--- src/rtl/instr_encoder.sv ---
// Packs decoded instruction fields into 32-bit ARM-style words and writes them to consecutive program-memory addresses.
// One word every two cycles: the word is registered on accept and written during the following cycle.
module instr_encoder #(
    parameter int ADDR_W = 8,
    parameter int DEPTH  = 256
) (
    input  logic              clk,
    input  logic              rst,
    input  logic              clear,
    input  logic              in_valid,
    output logic              in_ready,
    input  logic [3:0]        cond,
    input  logic [1:0]        op,
    input  logic              i_bit,
    input  logic [3:0]        opcode,
    input  logic              s_bit,
    input  logic              p,
    input  logic              u,
    input  logic              b,
    input  logic              w,
    input  logic              l,
    input  logic [3:0]        rn,
    input  logic [3:0]        rd,
    input  logic [11:0]       operand2,
    input  logic [11:0]       offset_std,
    input  logic [23:0]       offset_branch,
    output logic              mem_we,
    output logic [ADDR_W-1:0] mem_addr,
    output logic [31:0]       mem_wdata,
    output logic [ADDR_W:0]   instr_count,
    output logic              full,
    output logic              err
);

    typedef enum logic {
        IDLE  = 1'b0,
        WRITE = 1'b1
    } state_t;

    localparam logic [ADDR_W:0]   COUNT_MAX = (ADDR_W + 1)'(DEPTH);
    localparam logic [ADDR_W-1:0] ADDR_LAST = ADDR_W'(DEPTH - 1);
    localparam logic [ADDR_W:0]   COUNT_ONE = (ADDR_W + 1)'(1);
    localparam logic [ADDR_W-1:0] ADDR_ONE  = ADDR_W'(1);

    state_t            state_q;
    state_t            state_d;
    logic [ADDR_W-1:0] addr_q;
    logic [ADDR_W:0]   count_q;
    logic [31:0]       wdata_q;
    logic              err_q;
    logic              take_word;
    logic              take_illegal;
    logic [31:0]       word;

    assign full        = (count_q == COUNT_MAX);
    assign mem_addr    = addr_q;
    assign instr_count = count_q;
    assign mem_wdata   = wdata_q;
    assign err         = err_q;

    // Field packing by instruction class; bits [31:26] are common to all classes.
    always_comb begin
        word = '0;
        case (op)
            2'b00:   word = {cond, 2'b00, i_bit, opcode, s_bit, rn, rd, operand2};
            2'b01:   word = {cond, 2'b01, i_bit, p, u, b, w, l, rn, rd, offset_std};
            2'b10:   word = {cond, 2'b10, 1'b1, l, offset_branch};
            default: word = '0;
        endcase
    end

    always_comb begin
        state_d      = state_q;
        in_ready     = 1'b0;
        mem_we       = 1'b0;
        take_word    = 1'b0;
        take_illegal = 1'b0;
        case (state_q)
            IDLE: begin
                in_ready = !full && !clear;
                if (in_valid && in_ready) begin
                    if (op == 2'b11) begin
                        take_illegal = 1'b1;
                    end else begin
                        take_word = 1'b1;
                        state_d   = WRITE;
                    end
                end
            end
            WRITE: begin
                // A clear arriving during the write cycle cancels the write outright.
                mem_we  = !clear;
                state_d = IDLE;
            end
            default: state_d = IDLE;
        endcase
        if (clear) begin
            state_d = IDLE;
        end
    end

    always_ff @(posedge clk or negedge rst) begin
        if (!rst) begin
            state_q <= IDLE;
        end else begin
            state_q <= state_d;
        end
    end

    always_ff @(posedge clk or negedge rst) begin
        if (!rst) begin
            addr_q  <= '0;
            count_q <= '0;
            wdata_q <= '0;
            err_q   <= 1'b0;
        end else if (clear) begin
            addr_q  <= '0;
            count_q <= '0;
            err_q   <= 1'b0;
        end else begin
            err_q <= take_illegal;
            if (take_word) begin
                wdata_q <= word;
            end
            if (mem_we) begin
                count_q <= count_q + COUNT_ONE;
                // Address parks on the last slot; full then blocks further accepts.
                if (addr_q != ADDR_LAST) begin
                    addr_q <= addr_q + ADDR_ONE;
                end
            end
        end
    end

endmodule

--- config.mk ---
export PLATFORM = sky130hd
export DESIGN_NAME = instr_encoder
export DESIGN_NICKNAME = d
export VERILOG_FILES = /design/src/rtl/instr_encoder.sv
export SDC_FILE = /design/constraint.sdc
export NUM_CORES = 1
export LEC_CHECK = 0
export CAP_MARGIN = 15
export CORE_MARGIN = 1
export CORE_UTILIZATION = 40
export CTS_CLUSTER_DIAMETER = 100
export DETAILED_ROUTE_END_ITERATION = 6
export DONT_BUFFER_PORTS = 1
export HOLD_SLACK_MARGIN = 0.15
export PLACE_DENSITY = 0.63
export RECOVER_POWER = 50
export SLEW_MARGIN = 20
export SYNTH_ARGS = -nofsm -noshare
export SYNTH_HDL_FRONTEND = slang
export SYNTH_SLANG_ARGS = --single-unit
--- constraint.sdc ---
create_clock -name clk -period 4.2 [get_ports clk]
set_input_delay 0.21 -clock clk [delete_from_list [all_inputs] [get_ports clk]]
set_output_delay 0.21 -clock clk [all_outputs]
set_load 0.01 [all_outputs]
==> results of run 1 <==
cells in the mapped netlist, drive strengths merged:
library cell / n / area, um^2
dfrtp: 51 / 1280
nor2: 36 / 135
a21oi: 23 / 115
nand2: 22 / 82.6
o21ai: 22 / 110
mux2i: 19 / 190
clkbuf: 10 / 37.5
a221o: 8 / 80.1
a32o: 8 / 80.1
buf: 7 / 41.3
xor2: 7 / 61.3
nand4: 6 / 37.5
inv: 4 / 15.0
mux2: 4 / 45.0
and3: 3 / 18.8
ha: 3 / 37.5
nor2b: 3 / 18.8
or3: 3 / 18.8
xnor2: 3 / 26.3
nor3: 2 / 10.0
o211ai: 2 / 15.0
or4: 2 / 18.8
a2bb2oi: 1 / 8.76
a311oi: 1 / 8.76
and2: 1 / 6.26
nand3: 1 / 5.00
nand4b: 1 / 8.76
nand4bb: 1 / 11.3
o2111a: 1 / 11.3
o2111ai: 1 / 8.76
o211a: 1 / 10.0
o311ai: 1 / 8.76
o31ai: 1 / 7.51
o32a: 1 / 10.0
or2: 1 / 6.26
layout make-up:
type	count	area, um^2	area share, %
Inverter	4	15.0	0.474
Sequential cell	51	1280	40.3
Tap cell	75	93.8	2.96
Clock inverter	1	5.00	0.158
Timing Repair Buffer	48	472	14.9
Multi-Input combinational cell	189	1230	38.9
Clock buffer	7	76.3	2.41
per-layer routing:
| metal | share of wire [%] | track usage [%] | up-vias |
|---|---|---|---|
| met4 | 0.66 | 6.67 | 0 |
| li1 | - | - | 1017 |
| met1 | 41 | 24.7 | 1057 |
| met2 | 51 | 36.1 | 97 |
| met5 | 0 | 0 | - |
| met3 | 6.9 | 6.26 | 4 |
kinds of logic after synthesis:
logic type,share of synthesized area [%]
AO/OA/AOI/OAI,18.4
multiplexers,9.11
flip-flops,49.4
buffers and inverters,3.63
AND/OR/NAND/NOR,14.6
adder cells (fa/ha/maj),1.45
XOR/XNOR,3.39
registers in the layout, indices dropped and copies added (netlist names):
signal,flops
instr_count,9
mem_wdata,32
err,1
state_q,1
mem_addr,8
worst register-to-register path, cell delays in order (launching register included):
cell           delay, ps
dfrtp_1              470
or4_4                610
o2111ai_4            770
inv_2                110
o32a_1               190
dlygate4sd3_1        550
worst min-delay path by stage:
stage | start | end
floorplan | rst | err
detailed placement | rst | mem_wdata[29]
finish | offset_branch[13] | mem_wdata[13]
CTS | op[1] | mem_wdata[20]
global placement | rst | instr_count[0]
global route | offset_branch[13] | mem_wdata[13]
per-stage QoR:
step | worst slack, ps | util (%)
after floorplan | 2250 | -
after global placement | 1860 | 43.3
after detailed placement | 1840 | 43.3
after CTS | 1400 | 52.7
after global routing | 659 | 52.3
final | 1340 | 52.3
power groups by stage:
stage	clock [mW]	sequential, mW	combinational, mW
floorplan	0	0.638	0.113
global placement	0	0.659	0.114
detailed placement	0	0.661	0.119
CTS	0.286	0.651	0.176
global route	0.305	0.660	0.194
finish	0.280	0.650	0.174
repair_timing:
item,4_1_cts,5_1_grt
endpoints found under the hold margin,101,0
hold buffers,47,0
gates resized for setup,0,0
==> summary.md, run 1 <==
| Metric | Value |
|---|---|
| Placed inst area | `~0.0026 mm^2` |
| R2r setup slk | `1400 ps` |
| Initial core utilization | `between 40% and 50%` |
| Clk_skew | `8.52 ps` |
| R2r startpoint | `instr_count[5]` |
| R2R depth | `5` |
| Slew Limit Fails | `52` |
| Syn Area/Cell | `approximately 9.9 um^2` |
| Drc violations | `0` |
| Status | `finished with violations` |
| Worst skew pair latency | `300 ps` |
| Worst EP arrival | `approximately 2700 ps` |
| CTS Buf Count | `5` |
| IO buf count | `0` |
| First drt pass iteration count | `4` |
| CP startpoint | `rst` |
| Switching share of total power | `between 30% and 40%` |
| CP max stage cell | `clkbuf_1` |
| Largest stage delay on the critical path | `slightly below 2000 ps` |
| Cell row count | `28` |
| Most frequent cells in the layout | `51 x dfrtp_1, 46 x dlygate4sd3_1, 36 x nor2_1, 23 x a21oi_1, 22 x nand2_1` |
| CTS tree | `yes` |
| Post-route cell area | `about 0.0032 mm^2` |
| Initial antenna violation count | `0` |
| Clk network pwr share | `25.4%` |
| Critical path class | `primary input to asynchronous set/reset pin` |
| WHS Path Cells | `2` |
| WP buf/inv | `2` |
| Highest clock rate | `0.350 GHz` |
| Max cap viols | `1` |
| Int Pwr | `772 uW` |
| Leakage Power | `1.35 nW` |
| # setup viols final | `0` |
| Synth warn | `0` |
| Largest net degree at the start of global routing | `52` |
| H-tree depth | `2` |
| Final Hold Viols | `0` |
| GRT Util Overall | `a little over a fifth` |
| Finished Layout Cells | `375` |
| Clock Tree Root | `clkbuf_8` |
| DR WL/cell | `19.0 um` |
| First-pass GRT wire length | `about 11000 um` |
| Postcts setup bufs | `0` |
| Max Fanout on Critical Path | `51` |
| Area of the core | `slightly above 0.006 mm^2` |
| Failing checks | `capacitance limit, slew limit` |
| Critical Path RT | `~4000 ps` |
| GP Congestion | `between 0.8 and 0.9` |
| Share of layout cells above drive strength 1 | `~3.7%` |
| Worst Tran Pin Value | `around 2700 ps` |
| Final setup TNS | `0 ps` |
| Post-route antenna net violation count | `0` |
| DP Cell Count | `320` |
| NetSw | `333 uW` |
| Clk slew on worst S/H paths | `about 100 ps` |
| Power Density | `around 350 mW/mm^2` |
| Comb pwr share | `~16%` |
| P&R area growth vs syn | `22.8%` |
| CP cell instances | `dlygate4sd3_1 -> clkbuf_1` |
| DR vias | `2175` |
| 1st-iter DRT viols | `60` |
| Hold slack final | `161 ps` |
| Final period util | `68.0%` |
| Flops & latches, synth | `51` |
| Die height | `approximately 82 um` |
| Ant. Diodes | `0` |
| Hold/Removal Path Class | `primary input to flip-flop` |
| Gate Count Post-Synth | `between 200 and 300` |
| Sequential Power Share | `about 60%` |
| Count of cell types in the netlist | `41` |
| Clock sink total | `51` |
| Fillers | `around 530` |
| Reg2reg end | `mem_wdata[25]` |
| Grt total ovfl | `0` |
| Total power | `around 1.1 mW` |
| RSZ-0062 raised after global routing | `no` |
| Crit path depth | `2` |
| Vias in the first global route | `approximately 2.1k` |
| Die extent in x | `about 80 um` |
| Routed wire length | `roughly 7000 um` |
| Fin nets | `roughly 380` |
| Critical path endpoint category | `asynchronous set/reset pin` |
| Syn_nets | `~340` |
| Slew headroom | `-82.3%` |
| Die area | `~0.0068 mm^2` |
| Startpoint Class | `primary input` |
| Critical path's top delay family | `buffers and inverters` |
| Max IR drop VDD | `between 0.0002 and 0.00025 V` |
| Via density per instance | `about 5.8` |
| Min Tclk post-route | `roughly 2900 ps` |
| Synth Cell Area | `around 0.0026 mm^2` |
| IO Pins | `130` |
| Seq/Total Area, Yosys | `between 40% and 50%` |
| Placed wire-length estimate | `4470 um` |
| Max clock buf depth | `2` |
| CP endpoint | `mem_wdata[24]` |
| Commonest non-fill, non-tap cell in the layout | `dfrtp_1` |
Note: power is estimated with default switching activity, not from simulation.
==> run 2: changes to the inputs <==
--- a/config.mk
+++ b/config.mk
@@ -5,6 +5,7 @@
 export SDC_FILE = /design/constraint.sdc
 export NUM_CORES = 1
 export LEC_CHECK = 0
+export ABC_AREA = 1
 export CAP_MARGIN = 15
 export CORE_MARGIN = 1
 export CORE_UTILIZATION = 40
@@ -12,7 +13,7 @@
 export DETAILED_ROUTE_END_ITERATION = 6
 export DONT_BUFFER_PORTS = 1
 export HOLD_SLACK_MARGIN = 0.15
-export PLACE_DENSITY = 0.63
+export PLACE_DENSITY = 0.65
 export RECOVER_POWER = 50
 export SLEW_MARGIN = 20
 export SYNTH_ARGS = -nofsm -noshare
==> constraint.sdc (replaced) <==
create_clock -name clk -period 2.5 [get_ports clk]
set_input_delay 0.125 -clock clk [delete_from_list [all_inputs] [get_ports clk]]
set_output_delay 0.125 -clock clk [all_outputs]
set_load 0.01 [all_outputs]
==> run 2 against run 1 <==
The flow now finishes without violations. Setup slack lost 1200 ps. Critical path type is now flip-flop to flip-flop. Non-clock buffer count is 26 higher. Via count increased by 39%. Cell count rose by 47%. Clock skew fell by 3.7 ps. Power up 72%. Critical endpoint is now mem_wdata[31]. Largest cell class is now multi-input gates. Clock power increased by 55%. Sequential share of layout area fell by 6.1 points. Die area increased by 14%. Highest routed layer unchanged. Critical path depth is 8 higher. Sequential power increased by 66%. Routed wire length up 22%.
==> summary.md, run 2 <==
| Metric | Value |
|---|---|
| Status | `finished clean` |
| Worst skew pair latency | `290 ps (about the same)` |
| DR vias | `3020 (+39%)` |
| Highest clock rate | `about 0.43 GHz` |
| Fin nets | `537 (+42%)` |
| Top-count cell post-synth | `nand2_1` |
| Top FF cell, synth | `dfrtp_1` |
| GP Congestion | `0.818 (-1.3%)` |
| Slew Limit Fails | `0 (-100%)` |
| IO buf count | `0 (unchanged)` |
| Area of the core | `0.00698 mm^2 (+15%)` |
| Die height | `88.0 um (+6.9%)` |
| RSZ-0062 raised after global routing | `no` |
| Final core occ | `53.6% (+1.3 points)` |
| Yosys top cell by area | `dfrtp_1` |
| Clock sink total | `51 (unchanged)` |
| 1st-iter DRT viols | `130 (+120%)` |
| Max clock buf depth | `2 (unchanged)` |
| Hold/Removal Path Class | `primary input to flip-flop` |
| DR WL/cell | `15.8 um (-17%)` |
| Ant. Diodes | `0 (unchanged)` |
| Via density per instance | `5.47 (-5.7%)` |
| Die area | `0.00775 mm^2 (+14%)` |
| Clk_skew | `4.87 ps (-3.66 ps)` |
| Largest net degree at the start of global routing | `52 (unchanged)` |
| Critical path class | `flip-flop to flip-flop` |
| Ys async rst share | `100% (unchanged)` |
| P&R area growth vs syn | `26.4%` |
| First-pass GRT wire length | `13900 um (+33%)` |
| Post-route antenna net violation count | `0 (unchanged)` |
| Synth Cell Area | `0.00296 mm^2 (+15%)` |
| Share of layout cells above drive strength 1 | `5.04% (+1.4 points)` |
| Commonest non-fill, non-tap cell in the layout | `nand2_1` |
| # setup viols final | `0 (unchanged)` |
| Leakage Power | `1.76 nW (+30%)` |
| Die extent in x | `88.0 um (+6.9%)` |
| First drt pass iteration count | `5 (+1)` |
| Vias in the first global route | `2933 (+37%)` |
| DP Cell Count | `473 (+48%)` |
| Postcts setup bufs | `0 (unchanged)` |
| Initial antenna violation count | `0 (unchanged)` |
| Final Hold Viols | `0 (unchanged)` |
| Slew headroom | `13.8% (+96 points)` |
| Synth top area share | `43.1% (-6.3 points)` |
| Top post-synthesis cells by count | `142 x nand2_1, 71 x nand3_1, 51 x dfrtp_1, 30 x nand4_1, 23 x nor2_1` |
| H-tree depth | `2 (unchanged)` |
| Seq/Total Area, Yosys | `43.1% (-6.3 points)` |
| Seq. cell area | `0.00128 mm^2 (unchanged)` |
| Max IR drop VDD | `0.000194 V (-9.9%)` |
| Post-synth EDFFs | `0 (unchanged)` |
| Gate Count Post-Synth | `401 (+54%)` |
| Most frequent cells in the layout | `142 x nand2_1, 71 x nand3_1, 70 x dlygate4sd3_1, 51 x dfrtp_1, 30 x nand4_1` |
| Syn_nets | `481 (+41%)` |
| IO Pins | `130 (unchanged)` |
| Routed wire length | `8710 um (+22%)` |
| Worst EP arrival | `2560 ps (-130 ps)` |
| Synth warn | `0 (unchanged)` |
| Clk slew on worst S/H paths | `90 ps (about the same)` |
| Top cells by area, synth | `dfrtp_1 43%, nand2_1 18%, nand3_1 12%` |
| Power Density | `507 mW/mm^2 (+46%)` |
| GRT Util Overall | `23.4% (+2.5 points)` |
| Min Tclk post-route | `2320 ps` |
| Largest stage delay on the critical path | `610 ps (-1330 ps)` |
| Critical Path RT | `2740 ps (-1290 ps)` |
| Syn Area/Cell | `7.38 um^2 (-25%)` |
| Max Fanout on Critical Path | `34 (-33%)` |
| Finished Layout Cells | `552 (+47%)` |
| Critical path endpoint category | `flip-flop` |
| CTS tree | `yes` |
| Placed wire-length estimate | `5090 um (+14%)` |
| Fillers | `653 (+23%)` |
| Max cap viols | `0 (-1)` |
| Flops & latches, synth | `51 (unchanged)` |
| Final setup TNS | `0 ps (unchanged)` |
| Worst Tran Pin Value | `1290 ps (-1440 ps)` |
| Multi-input logic area | `0.00144 mm^2 (+16%)` |
| Cell row count | `30 (+7.1%)` |
| Grt total ovfl | `0 (unchanged)` |
| Max reg flops | `32 (unchanged)` |
| CTS Buf Count | `5 (unchanged)` |
| Startpoint Class | `flip-flop` |
| CP cell instances | `inv_1 -> ha_1 -> nand2_1 -> inv_1 -> nand2_1 -> nor2_4 -> nor2_8 -> nand4_1 -> dlygate4sd3_1 -> nand2_1` |
| Initial core utilization | `42.4% (-0.23 points)` |
| Count of cell types in the netlist | `31 (-24%)` |
| Final period util | `92.9%` |
| Most Frequent Cell on Critical Path | `nand2_1` |
| Clock Tree Root | `clkbuf_8` |
| Drc violations | `0 (unchanged)` |
| CP max stage cell | `dlygate4sd3_1` |
run 2: changes by cell type in the layout (fill, tap and decap cells not counted), sizes merged, moves of 8 or more:
cell / change
nand2: +122
mux2i: -19
nor2: -8
nand4: +25
nand3: +71
dlygate4sd3: +24
a221o: -8
a32o: -8
a21oi: -21
inv: +19
o21ai: -11
run 2: cell type report:
class                   count  share of cell area [%]
clock buffers               6                    1.94
inverters                  24                    2.41
flip-flops and latches     51                    34.1
well taps                  96                    3.21
repair buffers             74                    19.9
multi-input cells         301                    38.4
run 2: cell families (layout without fill, tap and decap cells):
logic type               Yosys count  in the layout  synth area share (%)
adder cells (fa/ha/maj)            3              3                  1.27
flip-flops                        51             51                  43.1
XOR/XNOR                           1              1                 0.296
AO/OA/AOI/OAI                     16             16                  2.92
buffers and inverters             49            104                  8.37
AND/OR/NAND/NOR                  281            281                  44.0
run 2: metrics by stage:
step / worst slack, ps / total power [mW] / area [um^2] / hold slack, ps
after detailed placement: 403 / 1.34 / 2930 / -170
after global routing: 3.57 / 2.02 / 3740 / 171
after floorplan: 1080 / 1.30 / 2960 / -171
final: 178 / 1.90 / 3740 / 176
after CTS: 56.7 / 1.93 / 3760 / 155
after global placement: 460 / 1.33 / 2930 / -170
run 2: per-layer routing:
metal | track usage, % | vias to the layer above | wire [um] | share of wire [%]
met3 | 5.56 | 24 | 714 | 8.2
met4 | 9.09 | 0 | 193 | 2.2
li1 | - | 1433 | - | -
met2 | 39.4 | 159 | 4330 | 50
met5 | 0 | - | 0 | 0
met1 | 28.9 | 1404 | 3470 | 40
run 2: power breakdown:
group          switching (mW)  leakage (nW)  internal [mW]  total, mW
Combinational           0.203          1.05          0.178      0.381
Sequential              0.151         0.671          0.931       1.08
Clock                   0.246        0.0371          0.187      0.433
run 2: timing repair:
action / 4_1_cts / 5_1_grt
endpoints found under the setup margin: 0 / 3
hold buffers: 73 / 0
gates resized for setup: 0 / 1
hold endpoints to repair: 89 / 0
run 2: worst paths after layout:
check	startpoint	endpoint	slack (ps)	cells past startpoint
setup / recovery	instr_count[0]	mem_wdata[31]	180	10
hold / removal	operand2[6]	mem_wdata[6]	180	4
setup reg to reg	instr_count[0]	mem_wdata[31]	180	10
hold reg to reg	mem_wdata[26]	mem_wdata[26]	560	2
max in group asynchronous	rst	mem_wdata[19]	1050	2
min in group asynchronous	rst	instr_count[0]	640	2
run 2: worst max-delay path: cells and delay by family (launching register included):
family        cells  cell delay [ps]
fa+ha+maj         1              200
buf+inv           3              750
flops             1              450
simple gates      6              860
